--- src/rtl/wb_arbiter_pkg.sv ---
// Writeback arbiter shared types: ALU writeback bundle, requester bundle,
// requester slot indices and the x0 write-enable helper.
package wb_arbiter_pkg;

  typedef struct packed {
    logic        do_branch;
    logic [31:0] branch_target;
    logic        icache_invalidate;
    logic        register_write;
    logic [4:0]  rd;
    logic [31:0] exe_result;
  } alu_wb_inf_t;

  typedef struct packed {
    logic        register_write;
    logic [4:0]  rd;
    logic [31:0] data;
  } wb_req_t;

  localparam int WB_REQ_MUL = 0;
  localparam int WB_REQ_DIV = 1;
  localparam int WB_REQ_LSU = 2;

  // x0 is hardwired to zero, so a write to it is dropped.
  function automatic logic wb_we(
    input logic       we,
    input logic [4:0] rd
  );
    return we && (rd != 5'd0);
  endfunction

endpackage

--- src/rtl/rr_arbiter.sv ---
// Combinational round-robin arbiter.
// Ports: i_req request vector, i_ptr search start index,
//        o_grant one-hot grant, o_idx grant index, o_any any grant.
module rr_arbiter #(
  parameter int NUM_REQ = 3,
  localparam int PW = (NUM_REQ > 1) ? $clog2(NUM_REQ) : 1
) (
  input  logic [NUM_REQ-1:0] i_req,
  input  logic [PW-1:0]      i_ptr,
  output logic [NUM_REQ-1:0] o_grant,
  output logic [PW-1:0]      o_idx,
  output logic               o_any
);

  int   w_i;
  logic w_found;

  // Walk from i_ptr upward with wrap; first requester wins.
  always_comb begin
    o_grant = '0;
    o_idx   = '0;
    w_found = 1'b0;
    w_i     = 0;
    for (int off = 0; off < NUM_REQ; off++) begin
      w_i = int'(i_ptr) + off;
      if (w_i >= NUM_REQ) w_i = w_i - NUM_REQ;
      if (!w_found && i_req[w_i]) begin
        w_found       = 1'b1;
        o_grant[w_i]  = 1'b1;
        o_idx         = PW'(w_i);
      end
    end
    o_any = w_found;
  end

endmodule

--- src/rtl/wb_arbiter.sv ---
// Writeback slot arbiter: ALU has priority, long-latency units share the
// leftover slots round-robin, and a starvation counter stalls IX issue.
// Ports: clk/rst; alu_valid, alu_wb_inf; req_valid/req_reg_write/req_rd/
//        req_data in, req_ready out; wb_* registered writeback; ix_stall.
module wb_arbiter
  import wb_arbiter_pkg::*;
#(
  parameter int NUM_REQ      = 3,
  parameter int STARVE_LIMIT = 8
) (
  input  logic                  clk,
  input  logic                  rst,
  input  logic                  alu_valid,
  input  alu_wb_inf_t           alu_wb_inf,
  input  logic [NUM_REQ-1:0]    req_valid,
  input  logic [NUM_REQ-1:0]    req_reg_write,
  input  logic [5*NUM_REQ-1:0]  req_rd,
  input  logic [32*NUM_REQ-1:0] req_data,
  output logic [NUM_REQ-1:0]    req_ready,
  output logic                  wb_reg_write,
  output logic [4:0]            wb_rd,
  output logic [31:0]           wb_result,
  output logic                  wb_do_branch,
  output logic [31:0]           wb_branch_target,
  output logic                  wb_icache_invalidate,
  output logic                  ix_stall
);

  localparam int PW = (NUM_REQ > 1) ? $clog2(NUM_REQ) : 1;
  localparam int CW = $clog2(STARVE_LIMIT + 1);

  logic [PW-1:0]      r_rr_ptr;
  logic [CW-1:0]      r_starve_cnt;
  logic               r_ix_stall;
  logic               r_wb_reg_write;
  logic [4:0]         r_wb_rd;
  logic [31:0]        r_wb_result;
  logic               r_wb_do_branch;
  logic [31:0]        r_wb_branch_target;
  logic               r_wb_icache_inv;

  logic [NUM_REQ-1:0] w_grant;
  logic [PW-1:0]      w_idx;
  logic               w_any;
  logic               w_xfer;
  logic               w_pending;
  logic [PW-1:0]      w_ptr_nxt;
  wb_req_t            w_sel;
  int                 w_i;

  rr_arbiter #(
    .NUM_REQ (NUM_REQ)
  ) u_rr (
    .i_req   (req_valid),
    .i_ptr   (r_rr_ptr),
    .o_grant (w_grant),
    .o_idx   (w_idx),
    .o_any   (w_any)
  );

  // Ready is withheld during reset so no transfer is accepted
  // while the writeback state is being cleared.
  assign req_ready = (alu_valid || rst) ? '0 : w_grant;
  assign w_xfer    = w_any && !alu_valid;
  assign w_pending = (|req_valid) && alu_valid;

  always_comb begin
    w_i                  = int'(w_idx);
    w_sel.register_write = req_reg_write[w_i];
    w_sel.rd             = req_rd[5*w_i +: 5];
    w_sel.data           = req_data[32*w_i +: 32];
    if (w_i + 1 >= NUM_REQ) w_ptr_nxt = '0;
    else                    w_ptr_nxt = PW'(w_i + 1);
  end

  always_ff @(posedge clk) begin
    if (rst) begin
      r_rr_ptr           <= '0;
      r_starve_cnt       <= '0;
      r_ix_stall         <= 1'b0;
      r_wb_reg_write     <= 1'b0;
      r_wb_rd            <= '0;
      r_wb_result        <= '0;
      r_wb_do_branch     <= 1'b0;
      r_wb_branch_target <= '0;
      r_wb_icache_inv    <= 1'b0;
    end else begin
      if (alu_valid) begin
        r_wb_reg_write     <= wb_we(alu_wb_inf.register_write,
                                    alu_wb_inf.rd);
        r_wb_rd            <= alu_wb_inf.rd;
        r_wb_result        <= alu_wb_inf.exe_result;
        r_wb_do_branch     <= alu_wb_inf.do_branch;
        r_wb_branch_target <= alu_wb_inf.branch_target;
        r_wb_icache_inv    <= alu_wb_inf.icache_invalidate;
      end else if (w_xfer) begin
        r_wb_reg_write     <= wb_we(w_sel.register_write, w_sel.rd);
        r_wb_rd            <= w_sel.rd;
        r_wb_result        <= w_sel.data;
        r_wb_do_branch     <= 1'b0;
        r_wb_icache_inv    <= 1'b0;
        r_rr_ptr           <= w_ptr_nxt;
      end else begin
        r_wb_reg_write     <= 1'b0;
        r_wb_do_branch     <= 1'b0;
        r_wb_icache_inv    <= 1'b0;
      end

      if (w_pending) begin
        if (r_starve_cnt != CW'(STARVE_LIMIT))
          r_starve_cnt <= r_starve_cnt + 1'b1;
      end else begin
        r_starve_cnt <= '0;
      end

      // Stall stays up while the ALU keeps winning; it drops once a
      // long-latency result gets through or nobody is waiting.
      if (w_xfer || !(|req_valid))
        r_ix_stall <= 1'b0;
      else if (w_pending && r_starve_cnt >= CW'(STARVE_LIMIT - 1))
        r_ix_stall <= 1'b1;
    end
  end

  assign wb_reg_write         = r_wb_reg_write;
  assign wb_rd                = r_wb_rd;
  assign wb_result            = r_wb_result;
  assign wb_do_branch         = r_wb_do_branch;
  assign wb_branch_target     = r_wb_branch_target;
  assign wb_icache_invalidate = r_wb_icache_inv;
  assign ix_stall             = r_ix_stall;

endmodule

--- config.mk ---
export PLATFORM = sky130hd
export DESIGN_NAME = wb_arbiter
export DESIGN_NICKNAME = d
export VERILOG_FILES = /design/src/rtl/wb_arbiter_pkg.sv /design/src/rtl/rr_arbiter.sv /design/src/rtl/wb_arbiter.sv
export SDC_FILE = /design/constraint.sdc
export NUM_CORES = 1
export LEC_CHECK = 0
export CAP_MARGIN = 20
export CELL_PAD_IN_SITES_DETAIL_PLACEMENT = 1
export CELL_PAD_IN_SITES_GLOBAL_PLACEMENT = 2
export CORE_UTILIZATION = 22
export CTS_CLUSTER_DIAMETER = 30
export DETAILED_ROUTE_END_ITERATION = 6
export PLACE_DENSITY_LB_ADDON = 0.1
export SLEW_MARGIN = 10
export SYNTH_ARGS = -nofsm -noshare
export SYNTH_HDL_FRONTEND = slang
export SYNTH_SLANG_ARGS = --single-unit
--- constraint.sdc ---
create_clock -name clk -period 8.1 [get_ports clk]
set_input_delay 1.215 -clock clk [delete_from_list [all_inputs] [get_ports clk]]
set_output_delay 1.215 -clock clk [all_outputs]
set_load 0.01 [all_outputs]
# Word level (Yosys, flattened, before mapping)
# Cells that the tools add are included.
dict set report word_totals {
  reg_bits 79
  input_bits 192
}
dict set report classes {
  addsub 7
  mul 1
  n_lt_le_gt_ge 12
  eq_ne 1
  shift 2
  mux 37
  bitwise_logic 4
  reduce_logical 24
}
# op count
set ops {}
lappend ops {{$mux 32} 5}
lappend ops {{$ge 32x1->1 const B} 3}
lappend ops {{$ge 32x3->1 const B} 3}
lappend ops {{$lt 32x4->1 const B} 3}
lappend ops {{$shiftx 96x8->32} 1}
lappend ops {{$sub 32x3->32 const B} 2}
lappend ops {{$mux 1} 15}
lappend ops {{$shiftx 15x6->5} 1}
lappend ops {{$mux 3} 4}
lappend ops {{$logic_and 1x1->1} 10}
lappend ops {{$mux 5} 2}
lappend ops {{$reduce_bool 5->1} 2}
lappend ops {{$bmux 1 s2} 4}
lappend ops {{$mux 2} 4}
lappend ops {{$add 2x1->3 const B} 2}
lappend ops {{$demux 1 s2} 3}
lappend ops {{$or 3x3->3} 2}
lappend ops {{$reduce_or 2->1} 3}
lappend ops {{$mul 3x2->5 const A} 1}
lappend ops {{$add 4x1->4 const B} 1}
lappend ops {{$ge 4x3->1 const B} 1}
lappend ops {{$logic_not 1->1} 4}
lappend ops {{$ne 4x4->1 const B} 1}
lappend ops {{$add 2x2->3 const B} 1}
lappend ops {{8 further kinds} 10}

# Logic depth before layout (Yosys ltp)
dict set report logic_depth {
  depth_word 18
  depth_mapped 12
  depth_no_buf 9
}

# Hierarchy
# Synthesis repeated with hierarchy kept, for this count alone.
dict set report unflattened {
  cells_unflattened 464
  hier_area_um2 4390.5
}
# module n_inst cells_per_inst area_per_inst_um2
set by_module_without_submodules {}
lappend by_module_without_submodules {wb_arbiter 1 412 4008.8}
lappend by_module_without_submodules {rr_arbiter 1 52 381.6}

# Worst setup path before layout
# No wires, ideal clock.
dict set report synth_timing {
  kind {input to output}
  from {input alu_valid}
  to {output req_ready[0]}
  arrival_time_ns 2.457
  required_time_ns 6.885
  slack_ns 4.428
  stages 5
  n_path_buf 4
  cell_sequence {clkbuf_1 -> clkbuf_1 -> clkbuf_1 -> clkbuf_1 -> nor4_1}
}
dict set report synth_via {
  elab_chain_len 2
}
# element line
set synth_rtl {}
lappend synth_rtl {{start, declared} wb_arbiter.sv:13} ;# input logic alu_valid,
lappend synth_rtl {{$logic_or 1x1->1} wb_arbiter.sv:63} ;# assign req_ready = (alu_valid || rst) ? '0 : w_grant;
lappend synth_rtl {{$mux 3} wb_arbiter.sv:63}
lappend synth_rtl {{end, declared} wb_arbiter.sv:19} ;# output logic [NUM_REQ-1:0] req_ready,
# No other way between the ends.

# Final worst setup path
dict set report layout_timing {
  from {input req_valid[1]}
  to {output req_ready[2]}
}
dict set report layout_via {
  elab_chain_len 11
}
# element line
set layout_rtl {}
lappend layout_rtl {{start, declared} wb_arbiter.sv:15} ;# input logic [NUM_REQ-1:0] req_valid,
lappend layout_rtl {{$bmux 1 s2} rr_arbiter.sv:27} ;# if (!w_found && i_req[w_i]) begin
lappend layout_rtl {{$mux 1 (implied by the code) (2 in a row)} rr_arbiter.sv:27}
lappend layout_rtl {{$mux 1} rr_arbiter.sv:27}
lappend layout_rtl {{$logic_not 1->1} rr_arbiter.sv:27}
lappend layout_rtl {{$logic_and 1x1->1} rr_arbiter.sv:27}
lappend layout_rtl {{$mux 1} rr_arbiter.sv:27}
lappend layout_rtl {{$logic_not 1->1} rr_arbiter.sv:27}
lappend layout_rtl {{$logic_and 1x1->1} rr_arbiter.sv:27}
lappend layout_rtl {{$mux 3 *} rr_arbiter.sv:27}
lappend layout_rtl {{$mux 3 *} wb_arbiter.sv:63}
# Every way passes the cells marked *; elsewhere a longest branch is shown, timed or not. The select of a mux whose other input is x is not followed.

==> flow_metrics.py <==
metrics = {
    "route": {
        "vias_per_cell": 4.79,
        "ant_nets": 0,
        "remaining_drc_errors": 0,
        "drt_wl_total_mm": 19.9,
        "drt_pass1_iterations": 4,
        "drt_iter0_drc": 110,
        "wl_per_cell_um": 19.8,
        "vias": 4816,
    },
    "critical_path": {
        "cpPeakStageDelay_ns": 0.61,
        "crit_family": "buffers and inverters",
        "path_buf_inv": 2,
        "crit_path_end_kind": "primary output",
        "arrival_ns": 3.39,
        "path_common_cell": "clkdlybuf4s50_1",
        "critPathRequiredTime_ns": 6.88,
        "cp_slowest_cell": "clkdlybuf4s50_1",
        "rrSetupSlack_ns": 4.79,
        "crit_fanout": 8,
        "r2r_start": "r_rr_ptr[0]",
        "reg2reg_to": "wb_result[26]",
        "reg2regPathDepth": 10,
        "worst-setup-path-type": "in2out",
        "critPathLaunchType": "input port",
        "cp_cell_sequence": "clkdlybuf4s50_1 -> mux2i_1 -> o21ai_2 -> nand2_1 -> o21ai_0 -> a21oi_1 -> nor3_1 -> clkdlybuf4s50_1",
    },
    "outcome": {
        "outcome": "finished, final reports clean",
    },
    "yosys": {
        "synth_area_per_cell_um2": 9.10,
        "synthSimpleGateAreaFrac_pct": 15.0,
        "synthXorXnorAreaFrac_pct": 0.393,
        "synth_cell_types": 61,
        "synthMuxAreaShare_pct": 9.42,
        "synth_compound_area_share_pct": 30.0,
        "synth-adder-area-share_pct": 1.69,
        "yosysWarnings": 0,
        "ys_seq_area_share_pct": 35.5,
        "synth_top_family_by_area": "compound AO/OA/AOI/OAI gates",
        "synth.net_count": 687,
        "syn_area_um2": 4450,
        "synth_async_sr_flop_share_pct": 0,
        "synth_edf_count": 0,
        "ys.flop_type": "dfxtp_1",
        "synthCells": 489,
        "synth-seq-cells": 79,
    },
    "timing": {
        "worstMarginPinSlew_ns": 1.03,
        "rsz0062_at_grt": "no",
        "finalSetupViolations": 0,
        "skew_ns": 0.0102,
        "maxSlewViolCount": 0,
        "hold_violations": 0,
        "finalSetupTns_ns": 0,
        "setup_slack_ns": 3.49,
        "post-route-min-period_ns": 4.61,
        "fmax_mhz": 217,
        "fin_crit_sh_pct": 56.9,
        "relSlewSlack_pct": 31.2,
    },
    "clock_tree": {
        "cts_hold_buf": 0,
        "postCtsSetupBuffers": 0,
        "cts_sinks": 79,
        "cts_resized": 0,
        "clock_latency_ns": 0.35,
        "cts_root_buffer": "clkbuf_16",
        "cts_tree": "built",
        "clockBufferDepth": 2,
        "clkTransAtPathRegs_ns": 0.06,
        "htreeDepth": 3,
        "cts_buffers": 9,
    },
    "placement": {
        "gp_congestion": 0.796,
        "hpwl_mm": 14.6,
        "place_ws_ns": 3.48,
        "place_area_um2": 7320,
        "post-place-cells": 987,
        "io_buffer_count": 267,
    },
    "hold_path": {
        "hold_path.class": "reg2reg",
        "hold_depth": 2,
        "min_to": "wb_branch_target[12]",
        "hp-start": "wb_branch_target[12]",
    },
    "global_route": {
        "grt_max_degree": 78,
        "grt_pass1_vias": 5028,
        "grt_pass1_wl_mm": 28.8,
        "antenna_found_initial": 1,
        "overflow": 0,
        "gr-usage-all-layers_pct": 18.4,
    },
    "pwr": {
        "pwr-share-comb_pct": 43.4,
        "swShare_pct": 35.5,
        "clockPowerShare_pct": 28.0,
        "p_total_uw": 1640,
        "power_leakage_uw": 0.00285,
        "p_switching_uw": 582,
        "peakVddDrop_mv": 0.117,
        "power_density_nw_per_um2": 214,
        "p_seq_share_pct": 28.6,
        "internal-power_uw": 1060,
    },
    "die": {
        "die_area_um2": 20800,
        "core-area_um2": 19700,
        "start_util_pct": 22.7,
        "io_pins": 268,
        "rows": 51,
        "die_w_um": 144,
        "die_h_um": 144,
    },
    "final_layout": {
        "final_net_count": 931,
        "area_growth_pct": 72.0,
        "fillers": 2280,
        "regArea_um2": 1580,
        "final_area_um2": 7660,
        "finalNonFillerCells": 1005,
        "drive_gt1_share_pct": 7.86,
        "multi_input_area_um2": 2520,
    },
    "run": {
        "drv_cap": 0,
    },
}
[cell usage after synthesis (5+ instances only)]
| master | n | area, um^2 |
|---|---|---|
| a2111oi_0 | 6 | 52.6 |
| a2111oi_1 | 11 | 110 |
| a2111oi_2 | 15 | 225 |
| a211oi_1 | 33 | 248 |
| a21oi_1 | 15 | 75.1 |
| a221oi_1 | 7 | 61.3 |
| and2_1 | 33 | 206 |
| buf_2 | 8 | 40.0 |
| clkbuf_1 | 23 | 86.3 |
| dfxtp_1 | 79 | 1580 |
| ha_1 | 6 | 75.1 |
| inv_1 | 43 | 161 |
| mux2i_1 | 36 | 360 |
| nand2_1 | 11 | 41.3 |
| nand3_1 | 5 | 25.0 |
| nor2_1 | 46 | 173 |
| nor3_1 | 6 | 30.0 |
| o21ai_0 | 7 | 35.0 |
| o32ai_1 | 32 | 280 |
[metal layers]
layer	track usage, %	wire length [um]	vias to the layer above
li1	-	-	2329
met1	20.6	7920	2291
met4	6.65	371	0
met3	7.05	1930	19
met5	0	0	-
met2	31.7	9640	177
[placed cells by master, fill, tap and decap left out, drive strengths merged, types with 9 or more instances in the layout]
cell           instances
nand2                 13
a211oi                33
dfxtp                 79
a21oi                 16
inv                   46
o21ai                  9
clkdlybuf4s50        265
and2                  34
o32ai                 32
a2111oi               32
clkbuf                 9
mux2i                 38
nor2                  47
[tightest hold or removal path, delay by kind of cell, from the launching register on]
family / cells / cell delay (ns)
flops: 1 / 0.32
mux: 1 / 0.06
simple gates: 1 / 0.07
[power by group through the flow]
stage	registers (uW)	logic, uW	clock network, uW
after floorplan	498	385	0
after global placement	475	701	0
after detailed placement	478	720	0
after CTS	470	724	479
after global routing	475	774	495
final	469	712	459
[sequential cells by signal (all words and copies together), names as in the netlist]
register	cells
wb_result	32
r_rr_ptr	2
ix_stall	1
wb_icache_invalidate	1
wb_rd	5
wb_reg_write	1
wb_do_branch	1
r_starve_cnt	4
wb_branch_target	32
[how the worst max path moves through the flow]
| stage | start | to | cells past startpoint |
|---|---|---|---|
| finish | req_valid[1] | req_ready[2] | 8 |
| global route | req_valid[1] | req_ready[2] | 8 |
| CTS | req_valid[1] | req_ready[0] | 7 |
| detailed placement | req_valid[1] | req_ready[0] | 7 |
| global placement | req_valid[1] | req_ready[2] | 8 |
| floorplan | alu_valid | req_ready[0] | 5 |
[logic make-up (layout without fill, tap and decap cells)]
| logic type | count (synthesis) | in the layout |
|---|---|---|
| and+or+nand+nor | 125 | 125 |
| buffers and inverters | 84 | 333 |
| muxes | 40 | 40 |
| DFF | 79 | 79 |
| other | 0 | 2 |
| adders and majority gates | 6 | 6 |
| xor gates and xnor gates | 2 | 2 |
| AOI/OAI and AO/OA | 153 | 153 |
[per-stage QoR]
stage | util, % | hold slack, ns
after global routing | 39.0 | 0.532
after CTS | 38.9 | 0.502
final | 39.0 | 0.496
after floorplan | - | 0.479
after detailed placement | 37.3 | 0.485
after global placement | 37.2 | 0.472
[area by class of cell]
type / count / area share, %
clock buffer: 9 / 2.94
timing repair buffer: 273 / 35.6
antenna: 2 / 0.0653
sequential: 79 / 20.7
multi-input combinational: 326 / 32.9
tap: 265 / 4.33
inverter: 44 / 2.16
clock inverter: 7 / 1.37
No activity file was read; power rests on OpenSTA's default activity.
